<file path="src/rtl/nibble_serial_adder.sv">
// ---------------------------------------------------------------------------
// nibble_serial_adder
//
// Adds two W-bit operands (W = 4*NIBBLES) plus a carry-in by pushing one
// 4-bit slice per clock through a single 4-bit carry-look-ahead adder.
// Operands are captured on a valid/ready handshake, the result is presented
// with a valid/ready handshake and held until the consumer takes it.
//
// Ports
//   clk       : clock, all state changes on the rising edge
//   rst       : asynchronous active-high reset
//   in_valid  : operand request valid
//   in_ready  : block is idle and can accept operands
//   a, b      : W-bit operands
//   cin       : carry-in to the least significant nibble
//   sum       : W+1-bit result, sum[W] is the final carry-out
//   out_valid : sum holds a finished result
//   out_ready : consumer accepts sum
//   busy      : high while nibbles are being added
//
// Also contains carry_look_ahead_adder, the 4-bit adder slice.
// ---------------------------------------------------------------------------

// ---------------------------------------------------------------------------
// carry_look_ahead_adder
//
// Purely combinational 4-bit adder with all carries computed in parallel
// from generate/propagate terms.
//
// Ports
//   A, B     : 4-bit addends
//   cin      : carry-in
//   finalsum : {carry-out, 4-bit sum}
// ---------------------------------------------------------------------------
module carry_look_ahead_adder (
    input  logic [3:0] A,
    input  logic [3:0] B,
    input  logic       cin,
    output logic [4:0] finalsum
);

    logic [3:0] gen;
    logic [3:0] prop;
    logic [4:0] carry;

    // Each carry is expanded directly from generate/propagate so no carry
    // depends on the previous carry output.
    always_comb begin
        gen      = A & B;
        prop     = A ^ B;
        carry[0] = cin;
        carry[1] = gen[0] | (prop[0] & cin);
        carry[2] = gen[1] | (prop[1] & gen[0]) | (prop[1] & prop[0] & cin);
        carry[3] = gen[2] | (prop[2] & gen[1]) | (prop[2] & prop[1] & gen[0])
                 | (prop[2] & prop[1] & prop[0] & cin);
        carry[4] = gen[3] | (prop[3] & gen[2]) | (prop[3] & prop[2] & gen[1])
                 | (prop[3] & prop[2] & prop[1] & gen[0])
                 | (prop[3] & prop[2] & prop[1] & prop[0] & cin);
        finalsum = {carry[4], prop ^ carry[3:0]};
    end

endmodule

module nibble_serial_adder #(
    parameter int NIBBLES = 4
) (
    input  logic                 clk,
    input  logic                 rst,
    input  logic                 in_valid,
    output logic                 in_ready,
    input  logic [4*NIBBLES-1:0] a,
    input  logic [4*NIBBLES-1:0] b,
    input  logic                 cin,
    output logic [4*NIBBLES:0]   sum,
    output logic                 out_valid,
    input  logic                 out_ready,
    output logic                 busy
);

    localparam int W  = 4 * NIBBLES;
    localparam int CW = (NIBBLES > 1) ? $clog2(NIBBLES) : 1;
    localparam logic [CW-1:0] LAST_NIBBLE = CW'(NIBBLES - 1);

    typedef enum logic [1:0] {
        IDLE = 2'd0,
        ADD  = 2'd1,
        DONE = 2'd2
    } state_t;

    state_t          state_q, state_d;
    logic [W-1:0]    opA_q, opA_d;
    logic [W-1:0]    opB_q, opB_d;
    logic            carry_q, carry_d;
    logic [CW-1:0]   cnt_q, cnt_d;
    logic [W:0]      sum_q, sum_d;
    logic [4:0]      claSum;

    // The only adder in the block; it always sees the low nibble of the
    // shifting operand registers and the carry left by the previous slice.
    carry_look_ahead_adder u_cla (
        .A        (opA_q[3:0]),
        .B        (opB_q[3:0]),
        .cin      (carry_q),
        .finalsum (claSum)
    );

    // Next-state logic. Operands are copied into private shift registers on
    // accept, so the inputs are free to change for the rest of the operation.
    // sum is only touched on accept (cleared) and during ADD; in DONE and
    // IDLE it keeps the last result.
    always_comb begin
        state_d = state_q;
        opA_d   = opA_q;
        opB_d   = opB_q;
        carry_d = carry_q;
        cnt_d   = cnt_q;
        sum_d   = sum_q;

        case (state_q)
            IDLE: begin
                if (in_valid) begin
                    opA_d   = a;
                    opB_d   = b;
                    carry_d = cin;
                    cnt_d   = '0;
                    sum_d   = '0;
                    state_d = ADD;
                end
            end

            ADD: begin
                sum_d[4*cnt_q +: 4] = claSum[3:0];
                carry_d             = claSum[4];
                opA_d               = opA_q >> 4;
                opB_d               = opB_q >> 4;
                cnt_d               = cnt_q + 1'b1;
                // The carry out of the top slice becomes the extra result bit.
                if (cnt_q == LAST_NIBBLE) begin
                    sum_d[W] = claSum[4];
                    state_d  = DONE;
                end
            end

            DONE: begin
                if (out_ready) begin
                    state_d = IDLE;
                end
            end

            default: begin
                state_d = IDLE;
            end
        endcase
    end

    // State registers; reset clears everything without waiting for a clock.
    always_ff @(posedge clk or posedge rst) begin
        if (rst) begin
            state_q <= IDLE;
            opA_q   <= '0;
            opB_q   <= '0;
            carry_q <= 1'b0;
            cnt_q   <= '0;
            sum_q   <= '0;
        end else begin
            state_q <= state_d;
            opA_q   <= opA_d;
            opB_q   <= opB_d;
            carry_q <= carry_d;
            cnt_q   <= cnt_d;
            sum_q   <= sum_d;
        end
    end

    // Handshake and status outputs are decoded straight from the state so
    // they follow an asynchronous reset immediately.
    assign in_ready  = (state_q == IDLE);
    assign busy      = (state_q == ADD);
    assign out_valid = (state_q == DONE);
    assign sum       = sum_q;

endmodule
</file>
<file path="config.mk">
export PLATFORM = sky130hd
export DESIGN_NAME = nibble_serial_adder
export DESIGN_NICKNAME = d
export VERILOG_FILES = /design/src/rtl/nibble_serial_adder.sv
export SDC_FILE = /design/constraint.sdc
export NUM_CORES = 1
export LEC_CHECK = 0
export ABC_AREA = 1
export CORE_MARGIN = 2
export CORE_UTILIZATION = 35
export DETAILED_ROUTE_END_ITERATION = 8
export SLEW_MARGIN = 20
export SYNTH_ARGS = -nofsm -noshare
export SYNTH_HDL_FRONTEND = slang
export SYNTH_SLANG_ARGS = --single-unit
</file>
<file path="constraint.sdc">
create_clock -name clk -period 4.8 [get_ports clk]
set_input_delay 0.48 -clock clk [delete_from_list [all_inputs] [get_ports clk]]
set_output_delay 0.48 -clock clk [all_outputs]
set_load 0.005 [all_outputs]
</file>
==> metrics.cfg <==
[sta]
skew_ns=0.01491
finalSetupViolCount=0
worst_slew_margin_rel_pct=41.44
slew_violations=0
fin_hold_ws_ns=0.4951
fin_tns_setup_ns=0
rsz0062_at_grt=false
hold_viol=0
min_period_ns=2.375
fin_crit_sh_pct=49.48
worst_pin_slew_ns=0.8764
fmax_mhz=421.1

[cts]
numCtsBuffers=5
cts_resized=0
cts-root-buf=clkbuf_8
clk_pin_slew_ns=0.10
h-tree-depth=2
hold_buffers=0
clock-sinks=54
cts_tree=yes
clk_latency_ns=0.31
postCtsSetupRepairBufs=0
clk_path_buf_depth=2

[floorplan]
num_rows=31
die_w_um=89.84
start_util_pct=35.94
core_um2=7176
num_io_pins=57
fp.dieH_um=89.84
die_area_um2=8070

[synth]
synth_cells=294
yosys_most_used_dff=dfrtp_1
ys_seq_area_share_pct=52.40
avgSynthCellArea_um2=8.771
yosysUniqueCellTypes=26
syn_area_um2=2579
synth_edf_count=0
yosysWarnings=0
async_reset_ff_share_pct=100.0
syn_nets=340
ys_ff_latch=54

[worst_hold_path]
hold_end=sum[14]
hold_path_class=flip-flop to flip-flop
holdPathStages=2
worstHoldStart=sum[14]

[drt]
wl_per_cell_um=12.89
vias_per_cell=4.814
drcViolationCount=0
dr.pass1.iters=4
antenna_left=0
drt-total-wl_um=5751
vias=2147
drtIter0Drc=95

[worst_setup_path]
timing.rr.start=state_q[1]
rrSetupSlack_ns=2.73
cp.required_ns=4.32
cp_max_fo=35
slowest_stage=clkdlybuf4s50_1
max_stage_delay_ns=0.60
worstSetupEndpointType=output pin
r2r-end=sum[16]
crit_chain=inv_2, nor2_8, clkdlybuf4s50_1
cp-start-kind=flip-flop
cp.arrival_ns=1.89
r2r_cells=6
path_class=flip-flop to output pin
crit_start=state_q[0]

[placed_design]
dpl_cell_area_um2=3196
io_buffers=56
gp_congestion=0.8240
place_hpwl_um=3865

[finish]
num_antenna_cells=0
drive_gt1_share_pct=5.187
regArea_um2=1351
area_growth_pct=27.56
n_fill_cell=719
multi_input_area_um2=1059
final_nets=392
stdcell_area_um2=3289

[global_route]
grt_max_degree=55
overflow=0
antenna_found_initial=0
grt_usage_pct=14.20
grt_pass1_wl_um=9591
grt_pass1_vias=2112

[status]
status=finished, final reports clean

[power_and_ir_drop]
ir_worst_vdd_v=0.0002259
cellLeakagePower_nw=1.480
power_density_nw_per_um2=683.6

[job]
maxCapViolations=0

[through the flow]
step                      std cells  worst slack [ns]  utilization, %  power (W)
after floorplan                 294             3.005               -   0.001643
after global placement          438             2.324           44.53   0.001965
after global routing            446             2.318           45.84   0.002462
after CTS                       446             2.415           45.84   0.002269
after detailed placement        438             2.315           44.53   0.001996
final                           446             2.425           45.84   0.002249
[cells in the mapped netlist (2+ instances only)]
| master | number | area [um^2] |
|---|---|---|
| nand2_1 | 60 | 225.2 |
| ha_1 | 8 | 100.1 |
| o22ai_1 | 3 | 18.77 |
| nand4_1 | 4 | 25.02 |
| o21ai_1 | 8 | 40.04 |
| dfrtp_1 | 54 | 1351 |
| a21oi_1 | 25 | 125.1 |
| nand3_1 | 14 | 70.07 |
| buf_4 | 4 | 30.03 |
| buf_2 | 6 | 30.03 |
| a22o_1 | 8 | 70.07 |
| inv_2 | 4 | 15.01 |
| o21ai_0 | 30 | 150.1 |
| nor2_4 | 2 | 22.52 |
| inv_1 | 21 | 78.83 |
| nor2_1 | 33 | 123.9 |
[worst max-delay path, delay by kind of cell (launching register included)]
family / cells / cell delay [ns]
buf+inv: 2 / 0.69
flops: 1 / 0.47
simple gates: 1 / 0.42
[state kept, by name, summed over array words and instances, names as in the netlist]
register  cells
carry_q       1
cnt_q         2
opA_q        16
opB_q        16
state_q       2
sum          17
[how the worst max path moves through the flow]
stage / to / slack (ns)
2_1_floorplan: carry_q / 3.01
3_3_place_gp: sum[16] / 2.32
3_5_place_dp: sum[16] / 2.32
4_1_cts: busy / 2.42
5_1_grt: busy / 2.32
6_report: busy / 2.43
[area by class of cell]
cell class                      count  share of cell area [%]
Inverter                           25                   2.853
Tap cell                           99                   3.766
Sequential cell                    54                   41.08
Timing Repair Buffer               57                   17.27
Clock inverter                      3                  0.7607
Multi-Input combinational cell    203                   32.18
Clock buffer                        5                   2.092
[logic make-up after synthesis]
| group | after synthesis | share of synthesized area (%) |
|---|---|---|
| simple gates | 115 | 19.12 |
| compound gates | 78 | 16.93 |
| flops | 54 | 52.40 |
| buf+inv | 37 | 6.550 |
| fa+ha+maj | 9 | 4.658 |
| xor+xnor | 1 | 0.3397 |
[metal layers]
metal  part of all wire, %  vias to the layer above  global-route usage [%]
met1                    51                     1017                   19.76
met5                     0                        -                       0
met3                   3.0                        6                   2.096
met4                  0.99                        0                   3.462
li1                      -                     1087                       -
met2                    45                       37                   23.55
[report_power, final]
group | leakage (nW) | internal [W] | total, W | switching [W]
sequential | 0.681 | 0.000668 | 0.000813 | 0.000145
combinational | 0.755 | 0.000473 | 0.00117 | 0.000694
clock | 0.0447 | 0.000106 | 0.000269 | 0.000163
[cell usage in the layout, fill, tap and decap left out, types with 5 or more instances in the layout]
cell             synthesis  final
o21ai_0                 30     30
a22o_1                   8      8
inv_1                   21     20
o21ai_1                  8      8
inv_2                    4      5
nor2_1                  33     33
a21oi_1                 25     25
ha_1                     8      8
clkbuf_8                 0      5
nand2_1                 60     60
dfrtp_1                 54     54
clkdlybuf4s50_1          0     56
nand3_1                 14     14
No activity file was read; power rests on OpenSTA's default activity.
